### src/rtl/lsu_mem_unit.sv
// lsu_mem_unit: load/store unit bridging a core valid/ready request to a
// word-addressed data memory with byte enables and a variable-latency ack.
// Loads return sign/zero-extended lanes; stores drive byte enables only.
// Optional feature macro: LSU_TIMEOUT_EN bounds the REQ wait to MAX_WAIT cycles.
module lsu_mem_unit #(
  parameter int unsigned XLEN     = 32,
  parameter int unsigned ADDR_W   = 32,
  parameter int unsigned MAX_WAIT = 15
) (
  input  logic              clk,
  input  logic              rst,
  input  logic              req_valid,
  output logic              req_ready,
  input  logic              req_we,
  input  logic [2:0]        req_op,
  input  logic [ADDR_W-1:0] req_addr,
  input  logic [XLEN-1:0]   req_wdata,
  output logic              resp_valid,
  output logic [XLEN-1:0]   resp_rdata,
  output logic              resp_err,
  output logic              mem_req,
  output logic              mem_we,
  output logic [ADDR_W-1:0] mem_addr,
  output logic [XLEN-1:0]   mem_wdata,
  output logic [XLEN/8-1:0] mem_be,
  input  logic              mem_ack,
  input  logic [XLEN-1:0]   mem_rdata,
  output logic              busy
);

  localparam int unsigned BE_W  = XLEN / 8;
  localparam int unsigned OFF_W = $clog2(BE_W);

  if ((XLEN != 32 && XLEN != 64) || MAX_WAIT == 0) begin : g_bad_param
    $error("lsu_mem_unit: XLEN must be 32 or 64 and MAX_WAIT must be nonzero");
  end

  typedef enum logic [1:0] {IDLE, REQ, RESP} state_t;

  state_t              state_q, state_d;
  logic                mem_req_q, mem_req_d;
  logic                mem_we_q, mem_we_d;
  logic [ADDR_W-1:0]   mem_addr_q, mem_addr_d;
  logic [XLEN-1:0]     mem_wdata_q, mem_wdata_d;
  logic [BE_W-1:0]     mem_be_q, mem_be_d;
  logic                resp_valid_q, resp_valid_d;
  logic [XLEN-1:0]     resp_rdata_q, resp_rdata_d;
  logic                resp_err_q, resp_err_d;
  logic [2:0]          op_q, op_d;
  logic [OFF_W-1:0]    off_q, off_d;

  logic [OFF_W-1:0]    acc_off;
  logic                acc_illegal;
  logic                acc_misal;
  logic [BE_W-1:0]     acc_be;
  logic [XLEN-1:0]     acc_wdata;
  logic [XLEN-1:0]     lane;
  logic [XLEN-1:0]     load_data;

`ifdef LSU_TIMEOUT_EN
  localparam int unsigned CNT_W = $clog2(MAX_WAIT + 1);
  logic [CNT_W-1:0]    cnt_q, cnt_d;
`endif

  assign req_ready  = (state_q == IDLE) && !rst;
  assign busy       = (state_q != IDLE) && !rst;
  assign mem_req    = mem_req_q;
  assign mem_we     = mem_we_q;
  assign mem_addr   = mem_addr_q;
  assign mem_wdata  = mem_wdata_q;
  assign mem_be     = mem_be_q;
  assign resp_valid = resp_valid_q;
  assign resp_rdata = resp_rdata_q;
  assign resp_err   = resp_err_q;

  // Decode the presented request: legality, alignment, lane enables, replicated data
  always_comb begin
    acc_off     = req_addr[OFF_W-1:0];
    acc_illegal = 1'b0;
    acc_misal   = 1'b0;
    acc_be      = '0;
    acc_wdata   = req_wdata;
    if (req_op == 3'b111) acc_illegal = 1'b1;
    if (XLEN == 32 && (req_op == 3'b011 || req_op == 3'b110)) acc_illegal = 1'b1;
    if (req_we && req_op[2]) acc_illegal = 1'b1;
    unique case (req_op[1:0])
      2'b00: begin
        acc_be    = BE_W'(1) << acc_off;
        acc_wdata = {BE_W{req_wdata[7:0]}};
      end
      2'b01: begin
        acc_misal = req_addr[0];
        acc_be    = BE_W'(3) << acc_off;
        acc_wdata = {(XLEN/16){req_wdata[15:0]}};
      end
      2'b10: begin
        acc_misal = |req_addr[1:0];
        acc_be    = BE_W'(15) << acc_off;
        acc_wdata = {(XLEN/32){req_wdata[31:0]}};
      end
      default: begin
        acc_misal = |req_addr[2:0];
        acc_be    = '1;
        acc_wdata = req_wdata;
      end
    endcase
  end

  // Extract the addressed lane from the read word and extend it per op
  always_comb begin
    lane = mem_rdata >> {off_q, 3'b000};
    unique case (op_q[1:0])
      2'b00:   load_data = op_q[2] ? XLEN'(lane[7:0])  : XLEN'($signed(lane[7:0]));
      2'b01:   load_data = op_q[2] ? XLEN'(lane[15:0]) : XLEN'($signed(lane[15:0]));
      2'b10:   load_data = op_q[2] ? XLEN'(lane[31:0]) : XLEN'($signed(lane[31:0]));
      default: load_data = lane;
    endcase
  end

  // Next-state and registered-output logic
  always_comb begin
    state_d      = state_q;
    mem_req_d    = mem_req_q;
    mem_we_d     = mem_we_q;
    mem_addr_d   = mem_addr_q;
    mem_wdata_d  = mem_wdata_q;
    mem_be_d     = mem_be_q;
    resp_valid_d = 1'b0;
    resp_rdata_d = resp_rdata_q;
    resp_err_d   = resp_err_q;
    op_d         = op_q;
    off_d        = off_q;
`ifdef LSU_TIMEOUT_EN
    cnt_d        = cnt_q;
`endif
    unique case (state_q)
      IDLE: begin
        if (req_valid) begin
          op_d  = req_op;
          off_d = acc_off;
          if (acc_illegal || acc_misal) begin
            state_d      = RESP;
            resp_valid_d = 1'b1;
            resp_err_d   = 1'b1;
            resp_rdata_d = '0;
          end else begin
            state_d     = REQ;
            mem_req_d   = 1'b1;
            mem_we_d    = req_we;
            mem_addr_d  = {req_addr[ADDR_W-1:OFF_W], OFF_W'(0)};
            mem_be_d    = acc_be;
            mem_wdata_d = acc_wdata;
`ifdef LSU_TIMEOUT_EN
            cnt_d       = '0;
`endif
          end
        end
      end
      REQ: begin
        if (mem_ack) begin
          state_d      = RESP;
          mem_req_d    = 1'b0;
          resp_valid_d = 1'b1;
          resp_err_d   = 1'b0;
          resp_rdata_d = mem_we_q ? '0 : load_data;
        end
`ifdef LSU_TIMEOUT_EN
        else if (cnt_q == CNT_W'(MAX_WAIT - 1)) begin
          state_d      = RESP;
          mem_req_d    = 1'b0;
          resp_valid_d = 1'b1;
          resp_err_d   = 1'b1;
          resp_rdata_d = '0;
        end else begin
          cnt_d = cnt_q + CNT_W'(1);
        end
`endif
      end
      RESP: state_d = IDLE;
      default: state_d = IDLE;
    endcase
  end

  // State and output registers with synchronous reset
  always_ff @(posedge clk) begin
    if (rst) begin
      state_q      <= IDLE;
      mem_req_q    <= 1'b0;
      mem_we_q     <= 1'b0;
      mem_addr_q   <= '0;
      mem_wdata_q  <= '0;
      mem_be_q     <= '0;
      resp_valid_q <= 1'b0;
      resp_rdata_q <= '0;
      resp_err_q   <= 1'b0;
      op_q         <= '0;
      off_q        <= '0;
    end else begin
      state_q      <= state_d;
      mem_req_q    <= mem_req_d;
      mem_we_q     <= mem_we_d;
      mem_addr_q   <= mem_addr_d;
      mem_wdata_q  <= mem_wdata_d;
      mem_be_q     <= mem_be_d;
      resp_valid_q <= resp_valid_d;
      resp_rdata_q <= resp_rdata_d;
      resp_err_q   <= resp_err_d;
      op_q         <= op_d;
      off_q        <= off_d;
    end
  end

`ifdef LSU_TIMEOUT_EN
  // REQ wait counter
  always_ff @(posedge clk) begin
    if (rst) cnt_q <= '0;
    else     cnt_q <= cnt_d;
  end
`endif

endmodule

### config.mk
export PLATFORM = sky130hd
export DESIGN_NAME = lsu_mem_unit
export DESIGN_NICKNAME = d
export VERILOG_FILES = /design/src/rtl/lsu_mem_unit.sv
export SDC_FILE = /design/constraint.sdc
export NUM_CORES = 1
export LEC_CHECK = 0
export CORE_MARGIN = 3
export CORE_UTILIZATION = 45
export CTS_BUF_LIST = sky130_fd_sc_hd__clkbuf_16
export CTS_CLUSTER_DIAMETER = 200
export DETAILED_ROUTE_END_ITERATION = 10
export HOLD_SLACK_MARGIN = 0.15
export MAX_ROUTING_LAYER = met4
export PLACE_DENSITY_LB_ADDON = 0.05
export SYNTH_ARGS = -nofsm -noshare
export SYNTH_HDL_FRONTEND = slang
export SYNTH_SLANG_ARGS = --single-unit
### constraint.sdc
create_clock -name clk -period 5.9 [get_ports clk]
set_input_delay 1.18 -clock clk [delete_from_list [all_inputs] [get_ports clk]]
set_output_delay 1.18 -clock clk [all_outputs]
set_load 0.02 [all_outputs]
==> reports/results.tsv <==
stage	metric	value	unit
status	status	finished clean	
setup_path	setup.worst_path.start_class	input port	
grt	grt_start_max_net_pins	81	
detailed_routing	final_antenna_net_count	0	
detailed_routing	wl	14000	microns
power	intPower	1.30	mW
detailed_routing	drc	0	
logic_synthesis	synthCells	528	
power	power_frac_clock	34.4	%
detailed_routing	first_pass_iters	4	
timing	setup_ws	1.81	ns
detailed_routing	drt_iter0_drc	318	
setup_path	worst_setup_path_end_kind	flop	
clock_tree	tritoncts	yes	
timing	period_share	69.3	%
power	powerDensity	258	mW/mm^2
clock_tree	post_cts_buffers	0	
timing	hold_violations	0	
floorplan	die_height	108	microns
logic_synthesis	ys_seq_area_share	46.5	%
setup_path	crit_type	input port to flop	
grt	grt_overflow_total	0	
power	p_switching	0.516	mW
power	pwr-share-seq	44.2	%
timing	rsz0062_at_grt	false	
logic_synthesis	yosysWarnings	0	
clock_tree	clk-insertion-delay-late	0.35	ns
power	swShare	28.4	%
logic_synthesis	synthArstFlopShare	0	%
logic_synthesis	avgSynthCellArea	8.88	sq um
grt	grt_antenna_before_repair	0	
setup_path	critical_path_required	6.17	ns
floorplan	die_area	0.0117	sq mm
layout	most-common-layout-cells	clkdlybuf4s50_1 (206), dfxtp_1 (109), nand2_1 (86)	
timing	fmax	244	MHz
timing	setup_viol	0	
timing	maxSlewViolCount	0	
grt	first_global_vias	4518	
timing	slew_headroom	22.8	%
placed_design	gp_congestion	0.834	
logic_synthesis	synth_edf_count	0	
layout	num_antenna_cells	0	
logic_synthesis	ys_seq_elements	109	
clock_tree	clk_pin_slew	0.07	ns
hold_path	hold_path.class	flop to flop	
logic_synthesis	synth-main-ff-cell	dfxtp_1	
logic_synthesis	ys_types	46	
floorplan	die_w	108	microns
layout	layout_commonest_cell	clkdlybuf4s50_1	
detailed_routing	vias	4492	
clock_tree	clockBufferDepth	2	
timing	setup_tns	0	ns
grt	grt_pass1_wl	22300	microns
timing	fin_skew	0.0104	ns
timing	fin_crit	4.09	ns
setup_path	critPathArrivalTime	4.36	ns
timing	worst_pin_slew	1.16	ns
placed_design	hpwl	10300	microns
clock_tree	cts_resized	0	
floorplan	fp.coreArea	0.00995	sq mm
power	peakVddDrop	147	uV
layout	syn_to_final_growth	50.3	%
power	combPwrFrac	21.5	%
clock_tree	numClockSinks	109	
floorplan	io-pin-count	210	
detailed_routing	wl_per_cell	16.6	microns
clock_tree	holdBufCountCts	0	
clock_tree	htreeDepth	3	
setup_path	crit_fanout	62	
job	max-cap-violations	0	
logic_synthesis	netlist_area	0.00469	sq mm
grt	grt_use_total	24.8	%
clock_tree	cts_made_buffers	9	
power	power_leakage	2.48	nW
floorplan	start_util	47.1	%
placed_design	io_buffers	207	
placed_design	dp_slack	1.52	ns
layout	layout.nets	814	
floorplan	row_count	36	
detailed_routing	routed_via_density	5.32	
clock_tree	clockRootBuffer	clkbuf_16	
layout	drive_gt1_share	6.05	%
critical path, stage by stage:
cell and delay [ns]:
clkdlybuf4s50_1 0.53, inv_1 0.09, ha_1 0.40, o21ai_0 0.43, and4_2 1.09, buf_4 0.39, nand2_1 0.09, a21oi_1 0.13
sequential cells by signal, indices dropped and copies added (netlist names):
| register | cells |
|---|---|
| mem_wdata | 32 |
| resp_rdata | 32 |
| mem_addr | 30 |
| mem_be | 4 |
| op_q | 3 |
| off_q | 2 |
| state_q | 2 |
| mem_req | 1 |
| mem_we | 1 |
| resp_err | 1 |
| resp_valid | 1 |
synthesized netlist by cell type (all sizes together) (9+ instances only):
library cell  count  area share [%]
dfxtp           109              47
nand2            87             7.0
a21oi            67             7.2
nor2             49             4.0
buf              24             3.1
clkbuf           23             1.8
o2bb2ai          23             4.3
mux2i            21             4.5
nor3             20             2.4
a211oi           18             3.2
a221o            15             3.2
o21ai            11             1.2
a22o              9             1.7
stage by stage:
stage          power, mW  util [%]  instances  hold slack, ns  instance area (sq um)
2_1_floorplan       1.02         -        529           0.499                   4690
3_3_place_gp        1.20      67.7        828           0.442                   6740
3_5_place_dp        1.21      67.7        828           0.449                   6740
4_1_cts             1.83      70.8        844           0.458                   7050
5_1_grt             1.89      70.8        844           0.477                   7050
6_report            1.82      70.8        844           0.457                   7050
cells by family after synthesis:
| family | after synthesis | synth area share (%) |
|---|---|---|
| AND/OR/NAND/NOR | 174 | 16.1 |
| AO/OA/AOI/OAI | 158 | 23.9 |
| flip-flops | 109 | 46.5 |
| buffers and inverters | 52 | 5.39 |
| multiplexers | 30 | 6.88 |
| adder cells (fa/ha/maj) | 4 | 1.07 |
| other | 1 | 0.0800 |
power groups by stage:
| stage | sequential, mW | combinational, mW | clock [mW] |
|---|---|---|---|
| 2_1_floorplan | 0.855 | 0.169 | 0 |
| 3_3_place_gp | 0.817 | 0.383 | 0 |
| 3_5_place_dp | 0.819 | 0.390 | 0 |
| 4_1_cts | 0.802 | 0.391 | 0.640 |
| 5_1_grt | 0.808 | 0.423 | 0.663 |
| 6_report | 0.802 | 0.390 | 0.624 |
cell type report:
class                           instances  area, sq um
Sequential cell                       109         2180
Timing Repair Buffer                  213         2110
Multi-Input combinational cell        368         2260
Fill cell                             805         2910
Clock inverter                          7         78.8
Inverter                                5         18.8
Tap cell                              133          166
Clock buffer                            9          225
final timing paths:
kind	startpoint	end	slack (ns)	cells past startpoint
hold reg to reg	mem_addr[27]	mem_addr[27]	0.46	2
setup reg to reg	off_q[1]	resp_rdata[19]	2.92	4
hold / removal	mem_addr[27]	mem_addr[27]	0.46	2
setup / recovery	req_op[1]	mem_addr[16]	1.81	8
routing by layer:
| layer | global-route usage, % | up-vias | share of wire [%] |
|---|---|---|---|
| met5 | - | - | 0 |
| met3 | 6.45 | 14 | 8.7 |
| li1 | - | 2244 | - |
| met1 | 31.4 | 2066 | 43 |
| met2 | 39.0 | 168 | 47 |
| met4 | 7.94 | 0 | 1.5 |
Power figures use the tool's default switching activity.
==> RTL change 1: new RTL, config.mk and constraints unchanged <==
Put one more register stage on the output `resp_err`. The value now appears one clock later. The other outputs are not delayed to match.
--- a/src/rtl/lsu_mem_unit.sv
+++ b/src/rtl/lsu_mem_unit.sv
@@ -73,3 +73,5 @@
   assign resp_rdata = resp_rdata_q;
-  assign resp_err   = resp_err_q;
+  always_ff @(posedge clk) begin
+    resp_err <= resp_err_q;
+  end
 
Behaviour: not the same (Yosys sat finds a counterexample within 4 cycles, from zero or initial values and one cycle with rst high).
==> RTL change 1 against the original RTL <==
Core utilization decreased by 0.070 points. Final area decreased by 0.55%. Global-route usage decreased by 0.82 points. Maximum frequency decreased by 1.1%. Total power decreased by 2.7%. Synthesized area decreased by 0.77%. Register-to-register slack got worse by 0.07 ns. Largest power group unchanged. Sequential cell count increased by 1. Setup slack got worse by 0.047 ns. Combinational power decreased by 1%. Routed wire length decreased by 1.8%. Sequential share of layout area increased by 0.46 points. Count of clock-buffer cells in the layout unchanged.
==> RTL change 1: results (changes against the original RTL) <==
Critical path
  • Worst flop-to-flop path startpoint: off_q[1] (unchanged)
  • Reg2reg end: resp_rdata[21] (was resp_rdata[19])
  • Slowest stage delay, CP: 0.66 ns (was 1.09 ns)
  • Worst EP arrival: 2.96 ns (was 4.36 ns)
  • CP delay by family, top: buffers and inverters (was simple AND/OR/NAND/NOR gates)
  • Slowest-stage cell, CP: buf_2 (was and4_2)
  • Reg2reg path depth: 4 (unchanged)
  • R2R Setup Slk: 2.85 ns (was 2.92 ns)
  • Worst Path Max Fanout: 50 (was 62)

Placed design
  • Gpl congestion: 0.947 (was 0.834)
  • Cells after DPL: 829 (was 828)
  • Final HPWL DP: 10200 µm (was 10300 µm)
  • Pre-CTS setup slack: 1.53 ns (was 1.52 ns)
  • Placed Instance Area: 6730 µm² (was 6740 µm²)

Power
  • Sequential share of power: 0.459 (was 0.442)
  • Net switching power figure: 0.000503 W (was 0.000516 W)
  • Final Power: 0.00177 W (was 0.00182 W)
  • Clock power share: 0.323 (was 0.344)
  • Leakage: 2.46 nW (was 2.48 nW)
  • VDD IR-drop max: 0.134 mV (was 0.147 mV)

Outcome
  • Outcome: completed (unchanged)

Final layout
  • Layout cell share with drive strength beyond 1: 0.0520 (was 0.0605)
  • Layout net count: 815 (was 814)
  • Fin cells: 845 (was 844)

Yosys
  • Syn. warnings: 0 (unchanged)
  • Sequential area share after synthesis: 0.473 (was 0.465)
  • Top area cells in the synthesized netlist: dfxtp_1 47%, a21oi_1 7.1%, nand2_1 6.9% (was dfxtp_1 47%, a21oi_1 7.2%, nand2_1 6.9%)
  • Post-synth top cells: 110 x dfxtp_1, 86 x nand2_1, 66 x a21oi_1 (was 109 x dfxtp_1, 86 x nand2_1, 67 x a21oi_1)
  • Async set-reset flop share out of synthesis: 0 (unchanged)
  • Post-synth cell types: 44 (was 46)
  • Avg Inst Size Synth: 8.80 µm² (was 8.88 µm²)

Min path
  • Hold Startpoint: resp_err_q (was mem_addr[27])
  • Hold Path Cell Cnt: 0 (was 2)
  • Hold endpoint: resp_err (was mem_addr[27])

STA
  • Setup Skew: 0.00708 ns (was 0.0104 ns)
  • Rel. slew slack: 0.315 (was 0.228)
  • Fin Hold WS: 0.358 ns (was 0.457 ns)

Drt
  • DR vias/cell: 5.41 (was 5.32)
  • First-pass DRT Iterations: 4 (unchanged)
  • Per-cell routed wire length: 16.3 µm (was 16.6 µm)
  • Initial drt markers: 237 (was 318)

Global routing
  • Largest net degree at the start of global routing: 51 (was 81)
  • First-pass GRT wire length: 21700 µm (was 22300 µm)
  • Total GRT Usage: 0.240 (was 0.248)
  • Vias in the first global route: 4493 (was 4518)

CTS
  • Clock Latency Late Sink: 0.34 ns
  • Clk Tree Root Cell: clkbuf_16 (unchanged)
  • Max H-tree Level: 3 (unchanged)
  • Cts bufs inserted: 9 (unchanged)
  • # resized after CTS: 0 (unchanged)
  • Worst-path clk slew: ~0.080 ns
RTL change 1: cell type report:
class | instances | area (µm²)
clock buffer | 9 | 225
multi-input combinational | 369 | 2230
fill | 800 | 2900
clock inverter | 7 | 55.1
timing repair buffer | 213 | 2110
inverter | 4 | 15.0
tap | 133 | 166
sequential | 110 | 2200
RTL change 1: how the worst max path moves through the flow:
stage	slack [ns]	from	to	depth (start not counted)
2_1_floorplan	2.84	rst	busy	3
6_report	1.76	rst	busy	4
5_1_grt	1.61	rst	busy	4
3_5_place_dp	1.53	req_op[1]	mem_wdata[16]	8
3_3_place_gp	1.71	req_op[1]	mem_wdata[18]	8
4_1_cts	1.78	rst	busy	4
RTL change 1: worst register-to-register path, stage by stage (launching register included):
cell and delay, ns:
dfxtp_1 0.94, nor2b_1 0.66, a2bb2oi_1 0.25, a2111oi_4 0.93, a221o_1 0.22
RTL change 1: layer usage:
metal | vias to the layer above | part of all wire | global-route usage
met2 | 206 | 0.48 | 0.389
met3 | 31 | 0.065 | 0.0348
li1 | 2250 | - | -
met1 | 2084 | 0.42 | 0.301
met4 | 0 | 0.028 | 0.0992
met5 | - | 0 | -
RTL change 1: kinds of logic after synthesis:
| logic type | after synthesis | share of synthesized area |
|---|---|---|
| AO/OA/AOI/OAI | 158 | 0.237 |
| adder cells (fa/ha/maj) | 4 | 0.0108 |
| buffers and inverters | 51 | 0.0489 |
| flip-flops | 110 | 0.473 |
| multiplexers | 29 | 0.0672 |
| other | 1 | 0.000806 |
| AND/OR/NAND/NOR | 176 | 0.162 |
==> RTL change 2: new RTL, same settings <==
Without the edit above. Change the parameter `ADDR_W` from 32 to 48.
--- a/src/rtl/lsu_mem_unit.sv
+++ b/src/rtl/lsu_mem_unit.sv
@@ -6,3 +6,3 @@
   parameter int unsigned XLEN     = 32,
-  parameter int unsigned ADDR_W   = 32,
+  parameter int unsigned ADDR_W   = 48,
   parameter int unsigned MAX_WAIT = 15
Interface: changed (resized mem_addr and req_addr); port bits go from 210 to 242. The function was not compared with the original's and may differ.
==> RTL change 2 against the original RTL <==
Register-to-register slack worse by 0.18 ns. Synthesized area up 10%. Total power increased by 35%. Sequential cell count up 16. Global-route usage is 0.76 points higher. Final area is 16% higher. Clock power up 78%. Routed wire length up 16%. Setup slack better by 0.38 ns. Critical path type unchanged. Largest cell class is now flip-flops and latches.
==> RTL change 2: results (changes against the original RTL) <==
Drt
  • Final wirelength: 16200 µm (was 14000 µm)
  • Met2 routed WL: 7990 µm (was 6580 µm)
  • Met3 routed wirelength: 1340 µm (was 1220 µm)
  • DR vias/cell: 5.42 (was 5.32)
  • Met1 wire length: 6590 µm (was 5990 µm)

CTS
  • Max H-tree Level: 4 (was 3)
  • Clock Latency Late Sink: 0.42 ns (was 0.35 ns)
  • Worst-path clk slew: 0.05 ns (was 0.07 ns)

Global routing
  • First-pass GRT wire length: 25400 µm (was 22300 µm)
  • Met2 track demand over resource: 0.413 (was 0.390)
  • Total GRT Usage: 0.256 (was 0.248)
  • Largest net degree at the start of global routing: 100 (was 81)
  • M1 GR Usage: 0.300 (was 0.314)

Critical path
  • CP endpoint: mem_wdata[22] (was mem_addr[16])
  • Reg2reg end: resp_rdata[23] (was resp_rdata[19])
  • Worst Path Max Fanout: 99 (was 62)
  • Worst EP arrival: 4.03 ns (was 4.36 ns)

Min path
  • Hold endpoint: mem_addr[7] (was mem_addr[27])

Placed design
  • Pre-CTS setup slack: 1.77 ns (was 1.52 ns)
  • PortBufs: 239 (was 207)
  • Gpl congestion: 0.808 (was 0.834)

Yosys
  • Cell count after synthesis: 598 (was 528)
  • Post-synth cell types: 45 (was 46)

Final layout
  • Layout net count: 933 (was 814)
  • Fin cells: 962 (was 844)

Outcome
  • Outcome: completed (unchanged)

Power
  • Leakage: 2.91 nW (was 2.48 nW)

STA
  • Minimum clock period: 3.71 ns (was 4.09 ns)
## RTL change 2: cell types whose count changed in the layout (fill, tap and decap cells not counted), sizes merged, moves of 2 or more
cell,before,now
clkdlybuf4s50,206,238
nand2,87,119
dfxtp,109,125
a21oi,67,82
clkbuf,9,17
bufinv,1,5
clkinv,1,5
inv,9,6
clkinvlp,1,3
o2bb2ai,23,21
## RTL change 2: cell families (layout without fill, tap and decap cells)
| group | after synthesis | after routing | share of synthesized area |
|---|---|---|---|
| AOI/OAI and AO/OA | 174 | 174 | 0.228 |
| adders and majority gates | 4 | 4 | 0.00966 |
| buffers and inverters | 57 | 280 | 0.0493 |
| DFF | 125 | 125 | 0.483 |
| muxes | 29 | 29 | 0.0604 |
| other | 1 | 2 | 0.000724 |
| and+or+nand+nor | 208 | 208 | 0.169 |
## RTL change 2: worst min-delay path, cell delays in order, from the launching register on
cell and delay, ns:
dfxtp_1 0.30, nand2_1 0.05, a21oi_1 0.05
## RTL change 2: area by class of cell
type,count,area [µm²],area share
clock buffer,17,425,0.0520
inverter,4,15.0,0.00183
tap,140,175,0.0214
timing repair buffer,244,2430,0.297
multi-input combinational,417,2430,0.297
sequential,125,2500,0.306
clock inverter,15,204,0.0249
## RTL change 2: report_power, final
group	internal (W)	leakage, nW	total (W)	switching [W]
Sequential	0.000890	1.02	0.000921	0.0000306
Clock	0.000740	0.308	0.00111	0.000372
Combinational	0.000210	1.58	0.000429	0.000219
## RTL change 2: metrics by stage
stage,hold slack [ns],util
final,0.453,0.742
after floorplan,0.506,-
after global routing,0.472,0.742
after global placement,0.441,0.685
after CTS,0.455,0.742
after detailed placement,0.447,0.685
